==> src/rtl/egress_ddr_reader_if.sv <==
// egress_ddr_reader_if: AXI4 read channels toward DDR plus the AXI4-Stream toward AMPER
interface egress_ddr_reader_if #(
    parameter int ADDR_WIDTH = 31,
    parameter int DATA_WIDTH = 512
);
    logic [ADDR_WIDTH-1:0]   m_axi_araddr;
    logic [7:0]              m_axi_arlen;
    logic [2:0]              m_axi_arsize;
    logic [1:0]              m_axi_arburst;
    logic                    m_axi_arvalid;
    logic                    m_axi_arready;
    logic [DATA_WIDTH-1:0]   m_axi_rdata;
    logic [1:0]              m_axi_rresp;
    logic                    m_axi_rlast;
    logic                    m_axi_rvalid;
    logic                    m_axi_rready;
    logic [DATA_WIDTH-1:0]   m_axis_tdata;
    logic [DATA_WIDTH/8-1:0] m_axis_tkeep;
    logic                    m_axis_tlast;
    logic                    m_axis_tvalid;
    logic                    m_axis_tready;

    modport master (
        output m_axi_araddr, m_axi_arlen, m_axi_arsize, m_axi_arburst, m_axi_arvalid,
        input  m_axi_arready,
        input  m_axi_rdata, m_axi_rresp, m_axi_rlast, m_axi_rvalid,
        output m_axi_rready,
        output m_axis_tdata, m_axis_tkeep, m_axis_tlast, m_axis_tvalid,
        input  m_axis_tready
    );

    modport slave (
        input  m_axi_araddr, m_axi_arlen, m_axi_arsize, m_axi_arburst, m_axi_arvalid,
        output m_axi_arready,
        output m_axi_rdata, m_axi_rresp, m_axi_rlast, m_axi_rvalid,
        input  m_axi_rready,
        input  m_axis_tdata, m_axis_tkeep, m_axis_tlast, m_axis_tvalid,
        output m_axis_tready
    );
endinterface

==> src/rtl/egress_ddr_reader.sv <==
// egress_ddr_reader: drains framed packets from the DDR ring to AXI4-Stream; LEN_VOTE_EN selects majority-voted length
module egress_ddr_reader #(
    parameter int              ADDR_WIDTH     = 31,
    parameter int              DATA_WIDTH     = 512,
    parameter longint unsigned RING_BYTES     = 64'h8000_0000,
    parameter int              MIN_PKT_LENGTH = 59,
    parameter int              MAX_PKT_LENGTH = 1515
) (
    input  logic                  clk,
    input  logic                  rst,
    input  logic                  rd_en,
    input  logic [ADDR_WIDTH-1:0] ddr_wr_ptr,
    output logic [ADDR_WIDTH-1:0] ddr_rd_ptr,
    output logic [31:0]           pkt_cnt,
    output logic [31:0]           err_cnt,
    egress_ddr_reader_if.master   bus
);
    localparam int BEAT_BYTES = DATA_WIDTH / 8;
    localparam int LOG_B = $clog2(BEAT_BYTES);
    localparam logic [ADDR_WIDTH-1:0] RING_MASK = ADDR_WIDTH'(RING_BYTES - 64'd1);
    localparam logic [ADDR_WIDTH-1:0] BEAT_INC = ADDR_WIDTH'(BEAT_BYTES);
    localparam logic [47:0] FEP = 48'h1ead_feb5_ac0d;

    typedef enum logic [2:0] {IDLE, HDR_AR, HDR_R, HDR_OUT, BODY_AR, BODY_R} state_t;

    state_t                  state_q;
    logic [ADDR_WIDTH-1:0]   rd_ptr_q, araddr_q, baddr_q;
    logic [7:0]              arlen_q;
    logic                    arvalid_q;
    logic [DATA_WIDTH-1:0]   hdr_q;
    logic [LOG_B-1:0]        tail_q;
    logic [15:0]             rem_q;
    logic [31:0]             pkt_q, err_q;

    logic [15:0]             hdr_len, hdr_beats;
    logic                    hdr_ok, r_hs;
    logic [ADDR_WIDTH-1:0]   next_beat;
    logic [BEAT_BYTES-1:0]   keep_last;

`ifdef LEN_VOTE_EN
    logic [15:0] len_a, len_b, len_c;
    assign len_a = bus.m_axi_rdata[15:0];
    assign len_b = bus.m_axi_rdata[31:16];
    assign len_c = bus.m_axi_rdata[47:32];
    assign hdr_len = (len_a & len_b) | (len_a & len_c) | (len_b & len_c);
`else
    assign hdr_len = bus.m_axi_rdata[15:0];
`endif

    assign hdr_beats = 16'((17'(hdr_len) + 17'(BEAT_BYTES - 1)) >> LOG_B);
    assign hdr_ok = bus.m_axi_rdata[95:48] == FEP && hdr_len >= 16'(MIN_PKT_LENGTH) &&
                    hdr_len <= 16'(MAX_PKT_LENGTH) && bus.m_axi_rresp == 2'b00;
    assign next_beat = (rd_ptr_q + BEAT_INC) & RING_MASK;
    assign keep_last = (tail_q == '0) ? '1 : ~({BEAT_BYTES{1'b1}} << tail_q);
    assign r_hs = bus.m_axi_rvalid & bus.m_axi_rready;

    // Burst length minus one: stop at the remaining beat count or the next 4 KB boundary
    function automatic logic [7:0] burst_len(input logic [ADDR_WIDTH-1:0] addr, input logic [15:0] rem);
        logic [12:0] to4k;
        to4k = (13'h1000 - {1'b0, addr[11:0]}) >> LOG_B;
        return 8'(((16'(to4k) < rem) ? 16'(to4k) : rem) - 16'd1);
    endfunction

    assign bus.m_axi_araddr  = araddr_q;
    assign bus.m_axi_arlen   = arlen_q;
    assign bus.m_axi_arsize  = 3'(LOG_B);
    assign bus.m_axi_arburst = 2'b01;
    assign bus.m_axi_arvalid = arvalid_q;
    // IDLE keeps rready high so stale beats left over from a reset are drained
    assign bus.m_axi_rready  = (state_q == IDLE || state_q == HDR_R) ? 1'b1 :
                               (state_q == BODY_R) ? bus.m_axis_tready : 1'b0;
    // Body beats pass straight through from R to the stream with no register stage
    assign bus.m_axis_tvalid = (state_q == HDR_OUT) | (state_q == BODY_R & bus.m_axi_rvalid);
    assign bus.m_axis_tdata  = (state_q == HDR_OUT) ? hdr_q : (state_q == BODY_R) ? bus.m_axi_rdata : '0;
    assign bus.m_axis_tlast  = bus.m_axis_tvalid & (rem_q == 16'd1);
    assign bus.m_axis_tkeep  = !bus.m_axis_tvalid ? '0 : (rem_q == 16'd1) ? keep_last : '1;
    assign ddr_rd_ptr = rd_ptr_q;
    assign pkt_cnt = pkt_q;
    assign err_cnt = err_q;

    // Packet FSM: header fetch and check, header emit, then 4 KB-split body bursts
    always_ff @(posedge clk) begin
        if (rst) begin
            state_q   <= IDLE;
            rd_ptr_q  <= '0;
            araddr_q  <= '0;
            baddr_q   <= '0;
            arlen_q   <= '0;
            arvalid_q <= 1'b0;
            hdr_q     <= '0;
            tail_q    <= '0;
            rem_q     <= '0;
            pkt_q     <= '0;
            err_q     <= '0;
        end else begin
            case (state_q)
                IDLE: if (rd_en && rd_ptr_q != ddr_wr_ptr) begin
                    araddr_q  <= rd_ptr_q;
                    arlen_q   <= '0;
                    arvalid_q <= 1'b1;
                    state_q   <= HDR_AR;
                end
                HDR_AR: if (bus.m_axi_arready) begin
                    arvalid_q <= 1'b0;
                    state_q   <= HDR_R;
                end
                HDR_R: if (bus.m_axi_rvalid) begin
                    if (hdr_ok) begin
                        hdr_q   <= bus.m_axi_rdata;
                        tail_q  <= hdr_len[LOG_B-1:0];
                        rem_q   <= hdr_beats;
                        state_q <= HDR_OUT;
                    end else begin
                        err_q    <= err_q + 32'd1;
                        rd_ptr_q <= next_beat;
                        state_q  <= IDLE;
                    end
                end
                HDR_OUT: if (bus.m_axis_tready) begin
                    if (rem_q == 16'd1) begin
                        pkt_q    <= pkt_q + 32'd1;
                        rd_ptr_q <= next_beat;
                        state_q  <= IDLE;
                    end else begin
                        araddr_q  <= next_beat;
                        arlen_q   <= burst_len(next_beat, rem_q - 16'd1);
                        arvalid_q <= 1'b1;
                        rem_q     <= rem_q - 16'd1;
                        state_q   <= BODY_AR;
                    end
                end
                BODY_AR: if (bus.m_axi_arready) begin
                    arvalid_q <= 1'b0;
                    baddr_q   <= (araddr_q + ADDR_WIDTH'({arlen_q, {LOG_B{1'b0}}}) + BEAT_INC) & RING_MASK;
                    state_q   <= BODY_R;
                end
                BODY_R: if (r_hs) begin
                    rem_q <= rem_q - 16'd1;
                    if (bus.m_axi_rresp != 2'b00) err_q <= err_q + 32'd1;
                    if (rem_q == 16'd1) begin
                        pkt_q    <= pkt_q + 32'd1;
                        rd_ptr_q <= baddr_q;
                        state_q  <= IDLE;
                    end else if (bus.m_axi_rlast) begin
                        araddr_q  <= baddr_q;
                        arlen_q   <= burst_len(baddr_q, rem_q - 16'd1);
                        arvalid_q <= 1'b1;
                        state_q   <= BODY_AR;
                    end
                end
                default: state_q <= IDLE;
            endcase
        end
    end
endmodule

==> src/flat_wrapper.sv <==
// flat-port wrapper written by rule: the top's interface ports become plain ports
module egress_ddr_reader_flat 
#(
    parameter int              ADDR_WIDTH     = 31,
    parameter int              DATA_WIDTH     = 512,
    parameter longint unsigned RING_BYTES     = 64'h8000_0000,
    parameter int              MIN_PKT_LENGTH = 59,
    parameter int              MAX_PKT_LENGTH = 1515
)
  (clk, rst, rd_en, ddr_wr_ptr, ddr_rd_ptr, pkt_cnt, err_cnt, bus_m_axi_araddr, bus_m_axi_arlen, bus_m_axi_arsize, bus_m_axi_arburst, bus_m_axi_arvalid, bus_m_axi_arready, bus_m_axi_rdata, bus_m_axi_rresp, bus_m_axi_rlast, bus_m_axi_rvalid, bus_m_axi_rready, bus_m_axis_tdata, bus_m_axis_tkeep, bus_m_axis_tlast, bus_m_axis_tvalid, bus_m_axis_tready);
  egress_ddr_reader_if #(.ADDR_WIDTH(ADDR_WIDTH), .DATA_WIDTH(DATA_WIDTH)) bus_i ();
  input  logic clk;
  input  logic rst;
  input  logic rd_en;
  input  logic [ADDR_WIDTH-1:0] ddr_wr_ptr;
  output logic [ADDR_WIDTH-1:0] ddr_rd_ptr;
  output logic [31:0] pkt_cnt;
  output logic [31:0] err_cnt;
  output wire logic [$bits(bus_i.m_axi_araddr)-1:0] bus_m_axi_araddr;
  output wire logic [$bits(bus_i.m_axi_arlen)-1:0] bus_m_axi_arlen;
  output wire logic [$bits(bus_i.m_axi_arsize)-1:0] bus_m_axi_arsize;
  output wire logic [$bits(bus_i.m_axi_arburst)-1:0] bus_m_axi_arburst;
  output wire logic [$bits(bus_i.m_axi_arvalid)-1:0] bus_m_axi_arvalid;
  input wire logic [$bits(bus_i.m_axi_arready)-1:0] bus_m_axi_arready;
  input wire logic [$bits(bus_i.m_axi_rdata)-1:0] bus_m_axi_rdata;
  input wire logic [$bits(bus_i.m_axi_rresp)-1:0] bus_m_axi_rresp;
  input wire logic [$bits(bus_i.m_axi_rlast)-1:0] bus_m_axi_rlast;
  input wire logic [$bits(bus_i.m_axi_rvalid)-1:0] bus_m_axi_rvalid;
  output wire logic [$bits(bus_i.m_axi_rready)-1:0] bus_m_axi_rready;
  output wire logic [$bits(bus_i.m_axis_tdata)-1:0] bus_m_axis_tdata;
  output wire logic [$bits(bus_i.m_axis_tkeep)-1:0] bus_m_axis_tkeep;
  output wire logic [$bits(bus_i.m_axis_tlast)-1:0] bus_m_axis_tlast;
  output wire logic [$bits(bus_i.m_axis_tvalid)-1:0] bus_m_axis_tvalid;
  input wire logic [$bits(bus_i.m_axis_tready)-1:0] bus_m_axis_tready;
  assign bus_m_axi_araddr = bus_i.m_axi_araddr;
  assign bus_m_axi_arlen = bus_i.m_axi_arlen;
  assign bus_m_axi_arsize = bus_i.m_axi_arsize;
  assign bus_m_axi_arburst = bus_i.m_axi_arburst;
  assign bus_m_axi_arvalid = bus_i.m_axi_arvalid;
  assign bus_i.m_axi_arready = bus_m_axi_arready;
  assign bus_i.m_axi_rdata = bus_m_axi_rdata;
  assign bus_i.m_axi_rresp = bus_m_axi_rresp;
  assign bus_i.m_axi_rlast = bus_m_axi_rlast;
  assign bus_i.m_axi_rvalid = bus_m_axi_rvalid;
  assign bus_m_axi_rready = bus_i.m_axi_rready;
  assign bus_m_axis_tdata = bus_i.m_axis_tdata;
  assign bus_m_axis_tkeep = bus_i.m_axis_tkeep;
  assign bus_m_axis_tlast = bus_i.m_axis_tlast;
  assign bus_m_axis_tvalid = bus_i.m_axis_tvalid;
  assign bus_i.m_axis_tready = bus_m_axis_tready;
  egress_ddr_reader #(.ADDR_WIDTH(ADDR_WIDTH), .DATA_WIDTH(DATA_WIDTH), .RING_BYTES(RING_BYTES), .MIN_PKT_LENGTH(MIN_PKT_LENGTH), .MAX_PKT_LENGTH(MAX_PKT_LENGTH)) u_core (.clk(clk), .rst(rst), .rd_en(rd_en), .ddr_wr_ptr(ddr_wr_ptr), .ddr_rd_ptr(ddr_rd_ptr), .pkt_cnt(pkt_cnt), .err_cnt(err_cnt), .bus(bus_i));
endmodule
==> config.mk <==
export PLATFORM = sky130hd
export DESIGN_NAME = egress_ddr_reader_flat
export DESIGN_NICKNAME = d
export VERILOG_FILES = /design/src/rtl/egress_ddr_reader_if.sv /design/src/rtl/egress_ddr_reader.sv /design/src/flat_wrapper.sv
export SDC_FILE = /design/constraint.sdc
export NUM_CORES = 2
export LEC_CHECK = 0
export ABC_AREA = 1
export BUFFER_PORTS_ARGS = -buffer_cell sky130_fd_sc_hd__buf_2
export CORE_AREA = 5 5 490 492
export CTS_CLUSTER_DIAMETER = 120
export DETAILED_ROUTE_END_ITERATION = 10
export DIE_AREA = 0 0 495 497
export GPL_TIMING_DRIVEN = 1
export PLACE_DENSITY_LB_ADDON = 0.2
export SYNTH_ARGS = -nofsm -noshare
export SYNTH_HDL_FRONTEND = slang
export SYNTH_SLANG_ARGS = --single-unit
==> constraint.sdc <==
create_clock -name clk -period 2.8 [get_ports clk]
set_input_delay 0.56 -clock clk [delete_from_list [all_inputs] [get_ports clk]]
set_output_delay 0.56 -clock clk [all_outputs]
set_load 0.05 [all_outputs]
==> impl_metrics.csv <==
group,metric,value,unit
outcome,status,"complete, but fails checks",
outcome,failed_checks,"negative setup slack",
critical_path,rrSetupSlack,-270,ps
global_routing,antenna_found_initial,87,
layout,seq_area,14000,um^2
worst_hold_path,hold_class,"in2reg",
synth,seq_area_frac_synth,0.392,
timing,tns,-160040,ps
synth,synthArstFlopShare,0,
die,die_height,497,um
cts,cts_buffer_depth,3,
synth,synthesis.area,35600,um^2
power,vdd_drop_max,0.447,mV
timing,slew_viol_final,0,
critical_path,crit_fanout,8,
layout,drive_gt1_frac,0.413,
synth,post-synth-top-area-fraction,0.392,
power,leakagePower,30.7,nW
die,io_pins,1271,
cts,cts_tree,"yes",
layout,fill_cells,25400,
die,start_util,0.152,
synth,syn_inst,5259,
critical_path,crit_slowest_cell,"dfxtp_2",
power,total_power,35.3,mW
cts,cts_sinks,697,
die,die_area,246000,um^2
route,wirelength,237000,um
placed_design,placed_cell_area,53100,um^2
synth,ys.flop_type,"dfxtp_1",
placed_design,place_ws,-402,ps
synth,yosys.cell_types.count,57,
critical_path,critical_path.startpoint_type,"flip-flop",
global_routing,track_usage,0.176,
die,rows,178,
critical_path,crit_type,"reg2out",
layout,multi_input_comb_area,22100,um^2
layout,stdcell_area,68300,um^2
route,antenna_left,0,
power,power.internal,22.3,mW
route,first_iter_violations,2598,
route,vias_per_cell,4.21,
timing,fmax,305,MHz
power,sw_frac_of_total,0.368,
critical_path,cp_slowest_stage_delay,350,ps
synth,synth_edf_count,0,
timing,hold_slack,112,ps
die,core_area,235000,um^2
global_routing,grt_pass1_vias,42500,
layout,syn2layout_area_growth,91.9,%
cts,cts_root_buffer,"clkbuf_16",
critical_path,required,2240,ps
timing,finalWorstSetupSlack,-477,ps
route,vias,44100,
placed_design,place_hpwl,177000,um
critical_path,critical_path.cell_chain,"inv_2 -> nor2_4 -> inv_2 -> nor2_4 -> buf_12 -> inv_16 -> buf_16 -> buf_16 -> buf_16 -> buf_12 -> buf_4 -> o21ai_4 -> buf_12",
timing,finalSetupViolCount,683,
cts,cts_made_buffers,95,
global_routing,grt_pass1_wl,317000,um
cts,clock_latency,730,ps
die,die_x,495,um
cts,cts-htree-levels,3,
power,switchingPower,13.0,mW
timing,fin_crit_sh,1.17,
route,drc,0,
power,pwr-share-clk,0.353,
route,first_pass_iters,6,
timing,hold_viol,0,
synth,synth_area_leader_cell,"dfxtp_1",
synth,synth_seq_cells,697,
job,cap_violations,0,
timing,slew_headroom,0.377,
synth,ys_warn_count,0,
critical_path,crit_family,"buffers and inverters",
synth,ys_top_cells_by_area,"dfxtp_1 (39%), o21ai_0 (14%), a21oi_1 (9.6%), nand2_1 (9.5%), inv_1 (7.8%)",
placed_design,port_buffers,1265,
timing,grt_setup_unrepaired,"true",
cts,path_clk_slew,60,ps
critical_path,crit_arrival,2720,ps
timing,worst_pin_slew,934,ps
placed_design,gp_routability_congestion,0.886,
global_routing,grt_overflow,0,
layout,nets,7767,
timing,clock_skew,32.3,ps
critical_path,crit_path_end_kind,"output port",
power,p_comb_frac,0.340,
critical_path,worst-path-buf-inv,10,
power,powerDensity,517,nW/um^2
global_routing,grt_start_max_net_pins,104,
synth,avgSynthCellArea,6.76,um^2
power,seqPwrFrac,0.307,
timing,fin_crit,3280,ps
route,route.detailed.wl_per_inst,22.6,um
cell usage after synthesis, types with 19 or more instances:
master    count
a31oi_1      19
o21ai_0    1023
inv_1       738
buf_2       113
xnor2_1      25
nor2_1      164
nand4_1      42
nand3_1     103
o21ai_1     113
nand2_1     904
nor4_1       29
xor2_1       86
clkbuf_1    232
ha_1         35
nor3_1       58
a21oi_1     680
dfxtp_1     697
per-stage QoR:
stage / instances / util
6_report: 10500 / 0.291
5_1_grt: 10500 / 0.291
4_1_cts: 10200 / 0.262
3_5_place_dp: 9839 / 0.226
3_3_place_gp: 9839 / 0.226
2_1_floorplan: 5262 / -
power by group through the flow:
stage	Sequential (mW)	Clock, mW	Combinational [mW]
after CTS	10.8	12.9	10.7
after detailed placement	11.0	0	9.66
after global routing	10.9	13.3	12.8
final	10.8	12.4	12.0
after floorplan	12.0	0	4.13
after global placement	11.0	0	9.70
layout make-up:
cell class | instances | area share
Multi-Input combinational cell | 3443 | 0.324
Timing Repair Buffer | 2181 | 0.322
Sequential cell | 697 | 0.205
Tap cell | 3150 | 0.0577
Inverter | 760 | 0.0428
Clock buffer | 136 | 0.0397
Clock inverter | 35 | 0.00581
Antenna cell | 81 | 0.00297
Timing Repair inverter | 1 | 0.000293
kinds of logic after synthesis:
kind of cell	Yosys count	share of synthesized area
buffers and inverters	1122	0.123
xor gates and xnor gates	111	0.0273
and+or+nand+nor	1369	0.166
other	2	0.000211
DFF	697	0.392
adders and majority gates	36	0.0129
AOI/OAI and AO/OA	1922	0.278
state kept, by name, summed over array words and instances (netlist names):
name	cells
u_core.rem_q	16
u_core.baddr_q	31
u_core.pkt_cnt	32
u_core.bus.m_axi_arlen	8
u_core.err_cnt	32
u_core.state_q	3
u_core.ddr_rd_ptr	31
u_core.bus.m_axi_araddr	31
u_core.hdr_q	507
u_core.bus.m_axi_arvalid	1
u_core.tail_q	5
routing by layer:
layer  vias to the layer above  wire [um]  part of all wire  GRT usage
met5                         -        324            0.0014          0
met4                        50       9060             0.038     0.0584
met3                       318      18200             0.077     0.0516
met2                      1439     119000              0.50      0.315
met1                     21000      90800              0.38      0.198
li1                      21300          -                 -          -
cells in the final DEF (no fill, tap or decap), types with 42 or more instances in the layout:
| cell | n |
|---|---|
| buf_6 | 277 |
| nand2_1 | 720 |
| nand2_4 | 75 |
| nand4_1 | 42 |
| nand3_1 | 85 |
| dfxtp_1 | 671 |
| o21ai_4 | 195 |
| o21ai_2 | 177 |
| nor3_1 | 54 |
| inv_1 | 718 |
| xor2_1 | 82 |
| buf_12 | 318 |
| buf_8 | 77 |
| buf_4 | 477 |
| buf_16 | 50 |
| clkbuf_16 | 129 |
| diode_2 | 81 |
| o21ai_1 | 134 |
| nor2_1 | 130 |
| a21oi_1 | 654 |
| dlygate4sd3_1 | 148 |
| nand2_2 | 119 |
| buf_2 | 797 |
| o21ai_0 | 631 |
tightest hold or removal path: stages:
cell and delay [ps]:
buf_2 80, inv_1 50, a21oi_1 100
timing repair:
| item | in CTS | in global routing |
|---|---|---|
| pin swaps | 28 | 95 |
| setup endpoints to repair | 621 | 1115 |
| gates resized for setup | 611 | 1614 |
| setup buffers | 75 | 149 |
| gates cloned | 35 | 36 |
| hold endpoints to repair | 148 | 0 |
| hold buffers | 148 | 0 |
path summary, 6_finish.rpt:
| check | cells past startpoint | to | from |
|---|---|---|---|
| max reg2reg | 26 | u_core.bus.m_axi_arlen[5] | u_core.baddr_q[1] |
| min reg2reg | 2 | u_core.hdr_q[83] | u_core.hdr_q[83] |
| min | 3 | u_core.hdr_q[494] | bus_m_axi_rdata[494] |
| max | 13 | bus_m_axis_tdata[435] | u_core.state_q[0] |
No activity file was read; power rests on OpenSTA's default activity.
